`config.mk`:
```
export PLATFORM = sky130hd
export DESIGN_NAME = alu_cmd_ctrl
export DESIGN_NICKNAME = d
export VERILOG_FILES = /design/src/rtl/alu_cmd_ctrl.sv
export SDC_FILE = /design/constraint.sdc
export NUM_CORES = 1
export LEC_CHECK = 0
export BUFFER_PORTS_ARGS = -buffer_cell sky130_fd_sc_hd__clkbuf_2
export CAP_MARGIN = 20
export CORE_MARGIN = 2
export CORE_UTILIZATION = 30
export DETAILED_ROUTE_END_ITERATION = 10
export GPL_TIMING_DRIVEN = 1
export PLACE_DENSITY = 0.69
export RECOVER_POWER = 50
export SLEW_MARGIN = 20
export SYNTH_ARGS = -nofsm -noshare
export SYNTH_HDL_FRONTEND = slang
export SYNTH_SLANG_ARGS = --single-unit
```
`constraint.sdc`:
```
create_clock -name clk -period 2.1 [get_ports clk]
set_input_delay 0.315 -clock clk [delete_from_list [all_inputs] [get_ports clk]]
set_output_delay 0.315 -clock clk [all_outputs]
set_load 0.01 [all_outputs]
```
`src/rtl/alu_cmd_ctrl.sv`:
```
// ============================================================================
//  Module      : alu_cmd_ctrl
//  Description : Command-side initiator for an external combinational N-bit
//                8-operation ALU. Holds an accumulator, issues registered
//                operands/opcode and returns each result over valid/ready.
//  Revision    : 1.0 - initial release
// ============================================================================
`default_nettype none

module alu_cmd_ctrl #(
    parameter int N = 4
) (
    input  logic         clk,
    input  logic         rst,

    input  logic         cmd_valid,
    output logic         cmd_ready,
    input  logic         cmd_load,
    input  logic [2:0]   cmd_op,
    input  logic [N-1:0] cmd_data,

    output logic [N-1:0] alu_a,
    output logic [N-1:0] alu_b,
    output logic [2:0]   alu_sel,
    input  logic [N-1:0] alu_o,
    input  logic         alu_co,

    output logic         rsp_valid,
    input  logic         rsp_ready,
    output logic [N-1:0] rsp_data,
    output logic         rsp_carry,
    output logic         rsp_zero
);

    typedef enum logic [1:0] {
        S_IDLE  = 2'd0,
        S_ISSUE = 2'd1,
        S_RESP  = 2'd2
    } state_t;

    state_t       state_q;
    logic [N-1:0] acc_q;
    logic [N-1:0] b_q;
    logic [2:0]   sel_q;
    logic         carry_q;
    logic         rsp_valid_q;

    // Accumulator, operand and flag updates all follow the FSM, so they share one block.
    always_ff @(posedge clk or posedge rst) begin
        if (rst) begin
            state_q     <= S_IDLE;
            acc_q       <= '0;
            b_q         <= '0;
            sel_q       <= 3'd0;
            carry_q     <= 1'b0;
            rsp_valid_q <= 1'b0;
        end else begin
            case (state_q)
                S_IDLE: begin
                    if (cmd_valid) begin
                        if (cmd_load) begin
                            acc_q       <= cmd_data;
                            carry_q     <= 1'b0;
                            rsp_valid_q <= 1'b1;
                            state_q     <= S_RESP;
                        end else begin
                            b_q     <= cmd_data;
                            sel_q   <= cmd_op;
                            state_q <= S_ISSUE;
                        end
                    end
                end
                S_ISSUE: begin
                    acc_q       <= alu_o;
                    carry_q     <= alu_co;
                    rsp_valid_q <= 1'b1;
                    state_q     <= S_RESP;
                end
                S_RESP: begin
                    if (rsp_ready) begin
                        rsp_valid_q <= 1'b0;
                        state_q     <= S_IDLE;
                    end
                end
                default: begin
                    rsp_valid_q <= 1'b0;
                    state_q     <= S_IDLE;
                end
            endcase
        end
    end

    // Held low throughout reset so nothing is accepted while the block is cleared.
    assign cmd_ready = (state_q == S_IDLE) && !rst;

    assign alu_a     = acc_q;
    assign alu_b     = b_q;
    assign alu_sel   = sel_q;

    assign rsp_valid = rsp_valid_q;
    assign rsp_data  = acc_q;
    assign rsp_carry = carry_q;
    assign rsp_zero  = (acc_q == '0);

endmodule

`default_nettype wire

```
==> metrics.txt, run 1 <==
initial antenna violation count=0; total power consumption of the routed design=0.000954 W; fraction of the yosys area taken by sequential cells=0.564; WL per Instance=11.8 um; number of global-route vias before repair=467; wire length of the first global-routing pass=2.06 mm; share of post-route cells with drive strength above 1=0.554; area of the multi-input gates=256 sq um; placeable core region=0.00215 sq mm; static leakage=0.413 nW; # fillers=228; startpoint class of the critical path=flop; area post-placement=846 sq um; synthesized area per cell=13.9 sq um; time the final worst path needs with I/O delays and setup=1.59 ns; count of nets left with antenna violations after detail routing=0; ratio of final minimum period to clock period=0.756; maximum number of pins on one net before global-route repair=16; Worst-Skew Late Latency=0.28 ns; summed area of non-filler cells in the final layout=861 sq um; routed wire length=1.31 mm; slew at the pin closest to its max-slew limit=0.553 ns; Die Outline Area=0.00261 sq mm; number of vias per cell after detailed routing=4.54; Clk pwr share=0.167; flop-to-flop setup slack=0.51 ns; Setup Skew=0.00422 ns; number of H-tree branching levels=1; post-CTS setup-driven buffer insertion count=0; number of buffers inserted during clock tree synthesis=3; area occupied by registers=375 sq um; sequential share of power=0.484; count of TritonRoute iterations in the first routing pass=3; worst-path fanout max=6; CTS max path bufs=2; CTS root buffer=sky130_fd_sc_hd__clkbuf_4; net switching component of the power=0.000325 W; area grow syn2layout=29.3%; achievable frequency=630 MHz; count of cells resized by post-cts repair=0; Setup CP Type=reg -> reg; routability congestion estimate from global placement=0.679; height of the die=51.1 um; total of max-cap violations=0; starting density of the core=0.310; setup_tns=0 ns; warning count from the yosys run=0; part of the total power dissipated in combinational logic=0.348; tightest slew margin relative to the limit=0.630; setup repair after global routing missed its margin=no; First DRT Iteration DRCs=2; arrival time worst endpoint=1.76 ns; global-route usage over all layers=0.113; switching part of the total power=0.340; synthesized area=666 sq um; endpoints failing hold=0; CTS sink count=15; row count=17; run status=completed; number of buffers added to fix hold violations after cts=0; I/O pin cnt=36; cell internal power dissipation=0.000630 W; NumNets Final=101; class of the worst hold path=in -> async; number of instances in the synthesized netlist=48; horizontal extent of the die=51.1 um; distinct cell type count of the synthesized netlist=14; PortBufs=35; total inserted antenna cells=0; DRC viols=0; clock-pin slew on the worst setup and hold paths=0.08 ns; Data required, critical path=2.27 ns; final count of negative-setup-slack endpoints=0; Power per Cell Area=1110 mW/mm^2; Post-DP HPWL=1.09 mm; kind of capture point of the worst setup path=flop; post-synthesis net count=65; number of pins exceeding their max-slew limit in the final report=0; number of register bits inferred by synthesis=15; VDD IR-drop max=0.331 mV; TritonCTS clock tree=yes; GR Overflow Total=0; count of vias placed by the detailed router=504
per-layer routing:
layer	routed length, um	vias up	part of all wire	GRT usage
met1	468	241	0.36	0.111
met5	0	-	0	0
met2	699	20	0.53	0.208
met3	104	4	0.079	0.0234
met4	37	0	0.028	0.0811
li1	-	239	-	-
final cells by class:
type                       count  area share
sequential                    15       0.436
inverter                       1     0.00436
timing repair buffer          35       0.190
multi-input combinational     28       0.298
clock buffer                   4      0.0305
tap                           28      0.0407
cells by family after synthesis:
| kind of cell | Yosys count | share of synthesized area |
|---|---|---|
| simple gates | 8 | 0.0846 |
| mux | 15 | 0.254 |
| buf+inv | 5 | 0.0507 |
| compound gates | 5 | 0.0470 |
| flops | 15 | 0.564 |
flip-flops by register name, summed over array words and instances (netlist names):
name and flops:
state_q 2, alu_sel 3, rsp_valid 1, rsp_carry 1, alu_b 4, alu_a 4
placed cells by master (no fill, tap or decap):
cell type,count
sky130_fd_sc_hd__a21oi_1,1
sky130_fd_sc_hd__nor4b_4,1
sky130_fd_sc_hd__mux2_2,15
sky130_fd_sc_hd__nor2b_1,1
sky130_fd_sc_hd__nand2_1,2
sky130_fd_sc_hd__dfrtp_1,15
sky130_fd_sc_hd__nor2_1,2
sky130_fd_sc_hd__a21o_2,1
sky130_fd_sc_hd__clkbuf_2,26
sky130_fd_sc_hd__nor3_1,1
sky130_fd_sc_hd__a21o_1,1
sky130_fd_sc_hd__o21ai_0,2
sky130_fd_sc_hd__inv_1,1
sky130_fd_sc_hd__clkbuf_1,10
sky130_fd_sc_hd__clkbuf_4,3
sky130_fd_sc_hd__nor4_1,1
power groups by stage:
stage	sequential [W]	clock, W	combinational, W
floorplan	0.000502	0	0.000190
global route	0.000479	0.000184	0.000362
global placement	0.000464	0	0.000351
finish	0.000462	0.000160	0.000332
CTS	0.000465	0.000166	0.000355
detailed placement	0.000471	0	0.000355
metrics by stage:
stage | worst slack [ns] | std cells | util | hold slack, ns
floorplan | 0.627 | 48 | - | 0.216
global placement | 0.530 | 107 | 0.394 | 0.384
detailed placement | 0.507 | 107 | 0.394 | 0.391
CTS | 0.494 | 111 | 0.406 | 0.0830
global route | 0.410 | 111 | 0.401 | 0.133
finish | 0.511 | 111 | 0.401 | 0.0656
cells in the mapped netlist:
| cell type | n | area, sq um |
|---|---|---|
| sky130_fd_sc_hd__a21oi_1 | 1 | 5.00 |
| sky130_fd_sc_hd__o21ai_0 | 2 | 10.0 |
| sky130_fd_sc_hd__nor3_1 | 1 | 5.00 |
| sky130_fd_sc_hd__nor4b_4 | 1 | 23.8 |
| sky130_fd_sc_hd__nor2_1 | 2 | 7.51 |
| sky130_fd_sc_hd__buf_4 | 4 | 30.0 |
| sky130_fd_sc_hd__nor4_1 | 1 | 6.26 |
| sky130_fd_sc_hd__mux2_2 | 15 | 169 |
| sky130_fd_sc_hd__inv_1 | 1 | 3.75 |
| sky130_fd_sc_hd__a21o_1 | 1 | 7.51 |
| sky130_fd_sc_hd__nor2b_1 | 1 | 6.26 |
| sky130_fd_sc_hd__dfrtp_1 | 15 | 375 |
| sky130_fd_sc_hd__nand2_1 | 2 | 7.51 |
| sky130_fd_sc_hd__a21o_2 | 1 | 8.76 |
critical path: stages, from the launching register on:
cell                      delay (ns)
sky130_fd_sc_hd__dfrtp_1        0.47
sky130_fd_sc_hd__nor2b_1        0.37
sky130_fd_sc_hd__mux2_2         0.38
sky130_fd_sc_hd__mux2_2         0.26
worst paths after layout:
path	depth (start not counted)	to	start
hold reg to reg	1	rsp_valid	rsp_valid
setup / recovery	3	alu_a[3]	state_q[0]
hold / removal	2	state_q[0]	rst
min in group clk	3	rsp_carry	alu_co
setup reg to reg	3	alu_a[3]	state_q[0]
max in group asynchronous	2	alu_b[0]	rst
Power figures use the tool's default switching activity.
==> run 2: changes to the inputs <==
--- a/config.mk
+++ b/config.mk
@@ -5,13 +5,14 @@
 export SDC_FILE = /design/constraint.sdc
 export NUM_CORES = 1
 export LEC_CHECK = 0
+export ABC_AREA = 1
 export BUFFER_PORTS_ARGS = -buffer_cell sky130_fd_sc_hd__clkbuf_2
 export CAP_MARGIN = 20
 export CORE_MARGIN = 2
 export CORE_UTILIZATION = 30
 export DETAILED_ROUTE_END_ITERATION = 10
 export GPL_TIMING_DRIVEN = 1
-export PLACE_DENSITY = 0.69
+export PLACE_DENSITY = 0.68
 export RECOVER_POWER = 50
 export SLEW_MARGIN = 20
 export SYNTH_ARGS = -nofsm -noshare
==> constraint.sdc (replaced) <==
create_clock -name clk -period 1.6 [get_ports clk]
set_input_delay 0.24 -clock clk [delete_from_list [all_inputs] [get_ports clk]]
set_output_delay 0.24 -clock clk [all_outputs]
set_load 0.01 [all_outputs]
==> metrics.txt, run 2 <==
DRC viols=0 (unchanged); share of post-route cells with drive strength above 1=0.317 (was 0.554); predominant post-synthesis flop cell=sky130_fd_sc_hd__dfrtp_1 (unchanged); count of TritonRoute iterations in the first routing pass=4 (was 3); number of buffers inserted during clock tree synthesis=3 (unchanged); # fillers=255 (was 228); endpoints failing hold=0 (unchanged); post-synthesis net count=104 (was 65); starting density of the core=0.323 (was 0.310); PortBufs=35 (unchanged); height of the die=53.5 um (was 51.1 um); Data required, critical path=1.36 ns (was 2.27 ns); I/O pin cnt=36 (unchanged); final count of negative-setup-slack endpoints=0 (unchanged); routability congestion estimate from global placement=0.846 (was 0.679); cell accounting for the most synthesized area=sky130_fd_sc_hd__dfrtp_1 (unchanged); static leakage=0.514 nW (was 0.413 nW); count of cells resized by post-cts repair=0 (unchanged); top post-synthesis cells by count=sky130_fd_sc_hd__nand2_1 (40), sky130_fd_sc_hd__dfrtp_1 (15), sky130_fd_sc_hd__nand4_1 (7) (was sky130_fd_sc_hd__dfrtp_1 (15), sky130_fd_sc_hd__mux2_2 (15), sky130_fd_sc_hd__buf_4 (4)); CTS sink count=15 (unchanged); Setup WS post-layout=0.170 ns (was 0.511 ns); global-route usage over all layers=0.128 (was 0.113); count of nets left with antenna violations after detail routing=0 (unchanged); Synth top area share=0.510 (was 0.564); warning count from the yosys run=0 (unchanged); time the final worst path needs with I/O delays and setup=1.43 ns; placeable core region=0.00228 sq mm (was 0.00215 sq mm); row count=17 (unchanged); Setup Skew=0.000726 ns (was 0.00422 ns); startpoint class of the critical path=flop (unchanged); clock-pin slew on the worst setup and hold paths=0.08 ns (about the same); number of instances in the synthesized netlist=87 (was 48); post-CTS setup-driven buffer insertion count=0 (unchanged); number of vias per cell after detailed routing=4.49 (was 4.54); area post-placement=900 sq um (was 846 sq um); synthesized area=736 sq um (was 666 sq um); number of H-tree branching levels=1 (unchanged); total inserted antenna cells=0 (unchanged); Reg2Reg Capture Point=alu_b[0] (was alu_a[3]); Die Outline Area=0.00286 sq mm (was 0.00261 sq mm); number of synthesized flops with an enable pin=0 (unchanged); summed area of non-filler cells in the final layout=916 sq um (was 861 sq um); initial antenna violation count=0 (unchanged); number of global-route vias before repair=627 (was 467); number of buffers added to fix hold violations after cts=0 (unchanged); synthesized area per cell=8.46 sq um (was 13.9 sq um); distinct cell type count of the synthesized netlist=18 (was 14); most frequent cells in the layout=sky130_fd_sc_hd__nand2_1 (40), sky130_fd_sc_hd__clkbuf_2 (27), sky130_fd_sc_hd__dfrtp_1 (15), sky130_fd_sc_hd__clkbuf_1 (9), sky130_fd_sc_hd__nand4_1 (7) (was sky130_fd_sc_hd__clkbuf_2 (26), sky130_fd_sc_hd__mux2_2 (15), sky130_fd_sc_hd__dfrtp_1 (15), sky130_fd_sc_hd__clkbuf_1 (10), sky130_fd_sc_hd__clkbuf_4 (3)); flop-to-flop setup slack=0.42 ns (was 0.51 ns); area grow syn2layout=24.5% (was 29.3%); most common cell after layout, fill and taps aside=sky130_fd_sc_hd__nand2_1 (was sky130_fd_sc_hd__clkbuf_2); CTS max path bufs=2 (unchanged); Reg2Reg Depth=4 (was 3); VDD IR-drop max=0.646 mV (was 0.331 mV); fraction of the yosys area taken by sequential cells=0.510 (was 0.564); worst-path fanout max=11 (was 6); arrival time worst endpoint=1.19 ns (was 1.76 ns); count of vias placed by the detailed router=665 (was 504); tightest slew margin relative to the limit=0.622 (was 0.630); class of the worst hold path=in -> async (unchanged); Power per Cell Area=1370 mW/mm^2 (was 1110 mW/mm^2); setup repair after global routing missed its margin=no (unchanged); count leader, synth=sky130_fd_sc_hd__nand2_1; TritonCTS clock tree=yes (unchanged); number of pins exceeding their max-slew limit in the final report=0 (unchanged); Worst-Skew Late Latency=0.27 ns (was 0.28 ns); GR Overflow Total=0 (unchanged); number of register bits inferred by synthesis=15 (unchanged); achievable frequency=699 MHz; most area-consuming cells after synthesis=sky130_fd_sc_hd__dfrtp_1 (51%), sky130_fd_sc_hd__nand2_1 (20%), sky130_fd_sc_hd__nand4_1 (6.0%) (was sky130_fd_sc_hd__dfrtp_1 (56%), sky130_fd_sc_hd__mux2_2 (25%), sky130_fd_sc_hd__buf_4 (4.5%)); WL per Instance=11.0 um (was 11.8 um); kind of capture point of the worst setup path=primary output (was flop); setup_tns=0 ns (unchanged); run status=completed (unchanged); Setup CP Type=reg -> out (was reg -> reg); First DRT Iteration DRCs=13 (was 2); fraction of registers with async set or reset after synthesis=1.00 (unchanged); slew at the pin closest to its max-slew limit=0.567 ns (was 0.553 ns); source of the worst register-to-register timing path=state_q[0] (unchanged); Post-DP HPWL=1.30 mm (was 1.09 mm); total of max-cap violations=0 (unchanged); CTS root buffer=sky130_fd_sc_hd__clkbuf_4 (unchanged); ratio of final minimum period to clock period=0.894; routed wire length=1.63 mm (was 1.31 mm); placement-stage worst setup slack=0.427 ns (was 0.507 ns); wire length of the first global-routing pass=2.62 mm (was 2.06 mm); NumNets Final=138 (was 101); horizontal extent of the die=53.5 um (was 51.1 um); maximum number of pins on one net before global-route repair=16 (unchanged); Final Util=0.402 (was 0.401)
==> run 2: logic make-up after synthesis <==
| kind of cell | after synthesis | share of synthesized area |
|---|---|---|
| DFF | 15 | 0.510 |
| buffers and inverters | 11 | 0.0918 |
| AOI/OAI and AO/OA | 3 | 0.0289 |
| and+or+nand+nor | 58 | 0.369 |
==> run 2: worst max-delay path, cell delays in order (launching register included) <==
cell	delay [ns]
sky130_fd_sc_hd__dfrtp_1	0.54
sky130_fd_sc_hd__nor3_1	0.22
sky130_fd_sc_hd__clkbuf_2	0.16
==> run 2: worst max-delay path by stage <==
stage / startpoint / endpoint / slack [ns] / cells after the start
floorplan: alu_a[0] / rsp_zero / 0.48 / 1
global placement: state_q[0] / cmd_ready / 0.46 / 2
detailed placement: state_q[0] / alu_b[2] / 0.43 / 4
CTS: state_q[0] / cmd_ready / 0.15 / 2
global route: alu_a[0] / rsp_zero / 0.09 / 2
finish: state_q[0] / cmd_ready / 0.17 / 2
==> run 2: cell type report <==
class / count / area [sq um] / area share
clock buffers: 4 / 26.3 / 0.0287
inverters: 5 / 21.3 / 0.0232
multi-input cells: 61 / 293 / 0.320
flip-flops and latches: 15 / 375 / 0.410
well taps: 28 / 35.0 / 0.0383
repair buffers: 35 / 165 / 0.180
==> run 2: power breakdown <==
group          switching, W  internal, W  total (W)
Combinational      0.000273     0.000179   0.000452
Clock              0.000109    0.0000965   0.000206
Sequential         0.000102     0.000496   0.000599
Total              0.000485     0.000772    0.00126
==> run 2: per-layer routing <==
metal	part of all wire	GRT usage	vias to the layer above
li1	-	-	347
met1	0.49	0.163	289
met2	0.41	0.200	27
met3	0.087	0.0311	2
met4	0.0074	0.0641	0
met5	0	0	-
==> run 2: per-stage QoR <==
step | instances | hold WS [ns] | power [W]
final | 148 | 0.00282 | 0.00126
after floorplan | 87 | 0.141 | 0.000912
after global routing | 148 | 0.0481 | 0.00138
after detailed placement | 144 | 0.328 | 0.00108
after CTS | 148 | 0.0151 | 0.00130
after global placement | 144 | 0.307 | 0.00107
